### config.mk
export PLATFORM = sky130hd
export DESIGN_NAME = uart_receive
export DESIGN_NICKNAME = d
export VERILOG_FILES = /design/src/rtl/uart_receive_pkg.sv /design/src/rtl/uart_baud_tick.sv /design/src/rtl/uart_receive.sv
export SDC_FILE = /design/constraint.sdc
export NUM_CORES = 1
export LEC_CHECK = 0
export BUFFER_PORTS_ARGS = -buffer_cell sky130_fd_sc_hd__buf_2
export CAP_MARGIN = 20
export CORE_ASPECT_RATIO = 0.7
export CORE_UTILIZATION = 60
export CTS_BUF_LIST = sky130_fd_sc_hd__clkbuf_8
export DETAILED_ROUTE_END_ITERATION = 6
export PLACE_DENSITY = 0.81
export SYNTH_ARGS = -nofsm -noshare
export SYNTH_HDL_FRONTEND = slang
export SYNTH_SLANG_ARGS = --single-unit
### constraint.sdc
create_clock -name clk -period 4.2 [get_ports clk]
set_input_delay 0.21 -clock clk [delete_from_list [all_inputs] [get_ports clk]]
set_output_delay 0.21 -clock clk [all_outputs]
set_load 0.01 [all_outputs]
### src/rtl/uart_receive_pkg.sv
// Shared definitions for the UART receiver: FSM state encoding and baud divisor helper.
// The same package is intended to be imported by uart_send.
package uart_receive_pkg;

    typedef enum logic [2:0] {
        IDLE      = 3'd0,
        START     = 3'd1,
        DATA      = 3'd2,
        PARITY    = 3'd3,
        STOP      = 3'd4,
        WAIT_IDLE = 3'd5
    } uart_state_t;

    // Clock cycles per bit, e.g. 100 MHz / 115200 baud -> 868.
    function automatic int calc_div(input int clk_mhz, input int baud);
        return (clk_mhz * 1_000_000) / baud;
    endfunction

endpackage

### src/rtl/uart_baud_tick.sv
// Loadable down-counter for bit timing; flags expiry at zero and reloads DIV-1 on its own,
// so consecutive bit samples stay exactly DIV cycles apart for the whole frame.
module uart_baud_tick #(
    parameter int DIV = 868,
    parameter int W   = $clog2(DIV)
) (
    input  logic         clk,
    input  logic         rst,
    input  logic         load,
    input  logic [W-1:0] load_val,
    output logic         expire
);

    localparam logic [W-1:0] RELOAD = W'(DIV - 1);

    logic [W-1:0] cnt;

    // NOTE: sequential state uses non-blocking assignments so every flop samples
    // pre-edge values; blocking here would make results depend on process order.
    always_ff @(posedge clk or negedge rst) begin
        if (!rst) begin
            cnt <= '0;
        end else if (load) begin
            cnt <= load_val;
        end else if (cnt == '0) begin
            cnt <= RELOAD;
        end else begin
            cnt <= cnt - W'(1);
        end
    end

    assign expire = (cnt == '0);

endmodule

### src/rtl/uart_receive.sv
// 8N1 UART receiver with single-cycle valid / frame_err / parity_err strobes.
// Define UART_RX_PARITY_EN to receive 8E1 frames and report parity mismatches.
module uart_receive
    import uart_receive_pkg::*;
#(
    parameter int BAUD    = 115200,
    parameter int CLK_MHZ = 100
) (
    input  logic       clk,
    input  logic       rst,
    input  logic       rx,
    output logic [7:0] data_byte,
    output logic       valid,
    output logic       frame_err,
    output logic       parity_err,
    output logic       busy
);

    localparam int DIV = calc_div(CLK_MHZ, BAUD);
    localparam int CW  = $clog2(DIV);
    localparam logic [CW-1:0] HALF_BIT = CW'(DIV / 2 - 1);

    uart_state_t state, state_next;
    logic        rx_meta, rx_sync;
    logic [7:0]  shift_reg;
    logic [2:0]  bit_idx;
    logic        load, expire, shift_en;
    logic        valid_set, ferr_set;

    // Idle level is high, so the synchroniser resets to 1 to avoid a false start bit.
    always_ff @(posedge clk or negedge rst) begin
        if (!rst) begin
            rx_meta <= 1'b1;
            rx_sync <= 1'b1;
        end else begin
            rx_meta <= rx;
            rx_sync <= rx_meta;
        end
    end

    uart_baud_tick #(
        .DIV (DIV),
        .W   (CW)
    ) u_baud_tick (
        .clk      (clk),
        .rst      (rst),
        .load     (load),
        .load_val (HALF_BIT),
        .expire   (expire)
    );

`ifdef UART_RX_PARITY_EN
    logic par_bit, par_capture, perr_set;
    logic par_mismatch;
    assign par_mismatch = par_bit ^ (^shift_reg);
`endif

    // NOTE: every signal written here gets a default first, otherwise paths that
    // skip an assignment would infer latches.
    always_comb begin
        state_next = state;
        load       = 1'b0;
        shift_en   = 1'b0;
        valid_set  = 1'b0;
        ferr_set   = 1'b0;
`ifdef UART_RX_PARITY_EN
        par_capture = 1'b0;
        perr_set    = 1'b0;
`endif
        case (state)
            IDLE: begin
                if (!rx_sync) begin
                    state_next = START;
                    load       = 1'b1;
                end
            end
            START: begin
                if (expire) state_next = rx_sync ? IDLE : DATA;
            end
            DATA: begin
                if (expire) begin
                    shift_en = 1'b1;
                    if (bit_idx == 3'd7) begin
`ifdef UART_RX_PARITY_EN
                        state_next = PARITY;
`else
                        state_next = STOP;
`endif
                    end
                end
            end
`ifdef UART_RX_PARITY_EN
            PARITY: begin
                if (expire) begin
                    par_capture = 1'b1;
                    state_next  = STOP;
                end
            end
`endif
            STOP: begin
                if (expire) begin
                    if (rx_sync) begin
                        state_next = IDLE;
`ifdef UART_RX_PARITY_EN
                        if (par_mismatch) perr_set = 1'b1;
                        else              valid_set = 1'b1;
`else
                        valid_set = 1'b1;
`endif
                    end else begin
                        ferr_set   = 1'b1;
                        state_next = WAIT_IDLE;
                    end
                end
            end
            WAIT_IDLE: begin
                if (rx_sync) state_next = IDLE;
            end
            default: state_next = IDLE;
        endcase
    end

    // NOTE: the datapath registers are reset too; they are few flops, and a defined
    // data_byte after reset is part of the interface.
    always_ff @(posedge clk or negedge rst) begin
        if (!rst) begin
            state     <= IDLE;
            shift_reg <= '0;
            bit_idx   <= '0;
            data_byte <= '0;
            valid     <= 1'b0;
            frame_err <= 1'b0;
        end else begin
            state     <= state_next;
            valid     <= valid_set;
            frame_err <= ferr_set;
            if (state == START) bit_idx <= '0;
            else if (shift_en)  bit_idx <= bit_idx + 3'd1;
            if (shift_en)  shift_reg <= {rx_sync, shift_reg[7:1]};
            if (valid_set) data_byte <= shift_reg;
        end
    end

`ifdef UART_RX_PARITY_EN
    always_ff @(posedge clk or negedge rst) begin
        if (!rst) begin
            par_bit    <= 1'b0;
            parity_err <= 1'b0;
        end else begin
            parity_err <= perr_set;
            if (par_capture) par_bit <= rx_sync;
        end
    end
`else
    assign parity_err = 1'b0;
`endif

    assign busy = (state != IDLE);

endmodule

==> flow_summary_export.csv <==
group,metric,value,unit
clock_tree,h-tree-depth,2,
clock_tree,holdBufCountCts,0,
global_route,grt_pass1_vias,1051,
synth,netlist_instances,134,
timing,finalClockSkew,0.00927,ns
layout,syn2layout_area_growth,12.2,%
routing,dr.first_iter.drc_count,59,
setup_path,ff2ff_path_depth,6,
die,row_count,15,
placement,port_buffers,13,
timing,min_period_over_period,0.507,
timing,tightest_slew,0.914,ns
setup_path,critical_path_class,"reg2reg",
min_path,hp-class,"in2async",
pwr,p_seq_frac,0.529,
setup_path,crit_slowest_cell,"nor3_4",
routing,firstDrtPassIters,6,
setup_path,cp_top_family,"simple AND/OR/NAND/NOR gates",
layout,drive_above_1_share,0.300,
routing,route.vias.total,1045,
layout,antenna_cells,0,
clock_tree,cts_root_buf,"clkbuf_8",
clock_tree,clk-insertion-delay-late,0.29,ns
routing,viasPerCell,5.68,
timing,min_period,2.13,ns
timing,setup_viol,0,
global_route,antenna_found_initial,0,
die,die_width,63.6,µm
setup_path,rrSetupSlack,2.07,ns
setup_path,r2r_end,"data_byte[7]",
timing,rsz0062_at_grt,"false",
setup_path,r2r_start,"u_baud_tick.cnt[0]",
setup_path,cp_slowest_stage_delay,0.42,ns
pwr,p_total,660,µW
clock_tree,numClockSinks,36,
timing,fmax,0.470,GHz
synth,synth_area_leader_cell,"dfrtp_1",
setup_path,critPathRequiredTime,4.38,ns
die,coreArea,0.00250,mm²
clock_tree,cts_resized,0,
run_status,violations,"negative hold slack",
synth,ys_async_sr_fraction,1.00,
pwr,swShare,0.205,
layout,stdcell_area,0.00179,mm²
clock_tree,cts_setup_buffers,0,
synth,ys_warn_count,0,
synth,avgSynthCellArea,11.9,µm²
routing,ant_nets,0,
pwr,p_sw,136,µW
setup_path,worstPathCellList,"inv_1, ha_1, nor4b_4, nand2_2, nor3_4, mux2_2",
setup_path,end_kind,"flop",
timing,hold_ws,-0.00806,ns
routing,wl_per_cell,16.4,µm
layout,largest_reg_flops,10,
setup_path,start_kind,"flop",
pwr,leakage,0.875,nW
global_route,grt_use_total,0.251,
placement,routabilityCongestion,0.878,
synth,seq_area_frac_synth,0.567,
run_status,status,"finished, violations left",
routing,drc,0,
synth,ys_ff_latch,36,
synth,synth_edf_count,0,
setup_path,arrival,2.31,ns
synth,synthMostInstantiatedCell,"dfrtp_1",
synth,yosysUniqueCellTypes,37,
placement,place_area,0.00168,mm²
setup_path,cp_num_buf_inv,1,
synth,yosys-top-cells-count,"34 x dfrtp_1, 16 x mux2_2, 8 x a21oi_1, 8 x nor2_1",
die,die_y,45.1,µm
synth,syn_area,0.00159,mm²
timing,finalSetupTns,0,ns
pwr,clkPwrFrac,0.459,
timing,finalHoldViolCount,14,
routing,drt_wl_total,3.01,mm
clock_tree,numCtsBuffers,5,
global_route,grt_overflow,0,
die,io_pins,15,
clock_tree,clk_pin_slew,0.07,ns
synth,synthTopCellsByArea,"dfrtp_1 53%, mux2_2 11%, dfstp_2 3.3%",
layout,layout.nets,155,
synth,synth_flop_cell,"dfrtp_1",
global_route,grt_start_max_net_pins,37,
synth,synthesis.nets,140,
flow_run,maxCapViolations,0,
timing,slew_violations,0,
clock_tree,cts_buffer_depth,2,
setup_path,critPathMaxFanout,8,
placement,hpwl,2.08,mm
pwr,p_int,525,µW
synth,yosysTopAreaCellShare,0.534,
layout,fillCellCount,184,
die,initial_core_util,0.639,
clock_tree,cts_tree,"yes",
die,die_area,0.00287,mm²
pwr,power.density,369,mW/mm²
pwr,max-vdd-ir-drop,233,µV
pwr,comb_power_share,0.012,
global_route,grt_pass1_wl,5.05,mm
timing,slew_headroom,0.385,
-- cells by family after synthesis --
group                    after synthesis  share of synthesized area
adder cells (fa/ha/maj)                3                     0.0236
AO/OA/AOI/OAI                         20                     0.0754
multiplexers                          16                      0.113
other                                  1                    0.00235
flip-flops                            36                      0.567
buffers and inverters                  9                     0.0243
XOR/XNOR                               6                     0.0330
AND/OR/NAND/NOR                       43                      0.162
-- worst reg2reg max path: cells and delay by family, from the launching register on --
kind                       cells  cell delay, ns
and+or+nand+nor                3            0.94
muxes                          1            0.39
DFF                            1            0.41
buffers and inverters          1            0.07
adders and majority gates      1            0.20
-- power groups by stage --
stage	Clock [mW]	Sequential (mW)	Combinational, mW
2_1_floorplan	0	0.355	0.00249
6_report	0.303	0.350	0.00795
5_1_grt	0.317	0.350	0.00939
3_3_place_gp	0	0.356	0.00809
4_1_cts	0.303	0.350	0.00837
3_5_place_dp	0	0.356	0.00835
-- how the worst max path moves through the flow --
stage | start | end | slack [ns] | depth (start not counted)
after global placement | u_baud_tick.cnt[0] | data_byte[1] | 2.17 | 6
after CTS | u_baud_tick.cnt[0] | data_byte[7] | 2.07 | 6
after floorplan | u_baud_tick.cnt[0] | data_byte[0] | 2.30 | 6
after detailed placement | u_baud_tick.cnt[0] | data_byte[5] | 2.07 | 6
after global routing | u_baud_tick.cnt[0] | shift_reg[1] | 1.93 | 5
final | u_baud_tick.cnt[0] | data_byte[7] | 2.07 | 6
-- cell usage in the layout (no fill, tap or decap) --
master / instances
buf_2: 13
o21ai_0: 5
nand2_1: 7
nand2_2: 1
clkinvlp_4: 1
and3_1: 1
nor4b_4: 1
nor3b_1: 1
o21bai_1: 1
or2_2: 1
dfrtp_1: 34
clkinv_2: 1
a21o_1: 1
a31oi_1: 1
dfstp_2: 2
nand2b_1: 1
ha_1: 3
nor2_1: 8
xnor2_1: 2
nand3b_1: 1
or3_1: 2
inv_1: 4
bufinv_16: 1
nand3_1: 7
mux2_2: 16
nand4_1: 2
or4_1: 1
nor3_2: 1
nor3_1: 5
xor2_1: 4
nor3b_2: 1
a21oi_1: 8
o41ai_1: 2
o31ai_1: 1
nor3_4: 1
conb_1: 1
clkbuf_8: 5
nor4_1: 1
a211o_1: 1
-- layout make-up --
type                    count  area (µm²)  area share
flip-flops and latches     36         903       0.505
inverters                   4        15.0     0.00839
well taps                  34        42.5      0.0238
repair buffers             13        65.1      0.0364
clock buffers               5        68.8      0.0385
clock inverters             3        42.5      0.0238
multi-input cells          89         652       0.364
-- layer usage --
metal  GRT usage  up-vias  share of wire  wire length (µm)
met4       0.109        0         0.0076                23
met2       0.381       16           0.46              1380
li1            -      505              -                 -
met3      0.0859        4          0.045               136
met1       0.334      520           0.49              1470
met5           0        -              0                 0
-- stage by stage --
step	utilization	cells	hold WS (ns)	setup WS, ns
2_1_floorplan	-	134	-0.0856	2.30
5_1_grt	0.717	184	0.00631	1.93
6_report	0.717	184	-0.00806	2.07
3_3_place_gp	0.672	176	0.316	2.17
4_1_cts	0.717	184	0.0127	2.07
3_5_place_dp	0.672	176	0.325	2.07
Note: power is estimated with default switching activity, not from simulation.
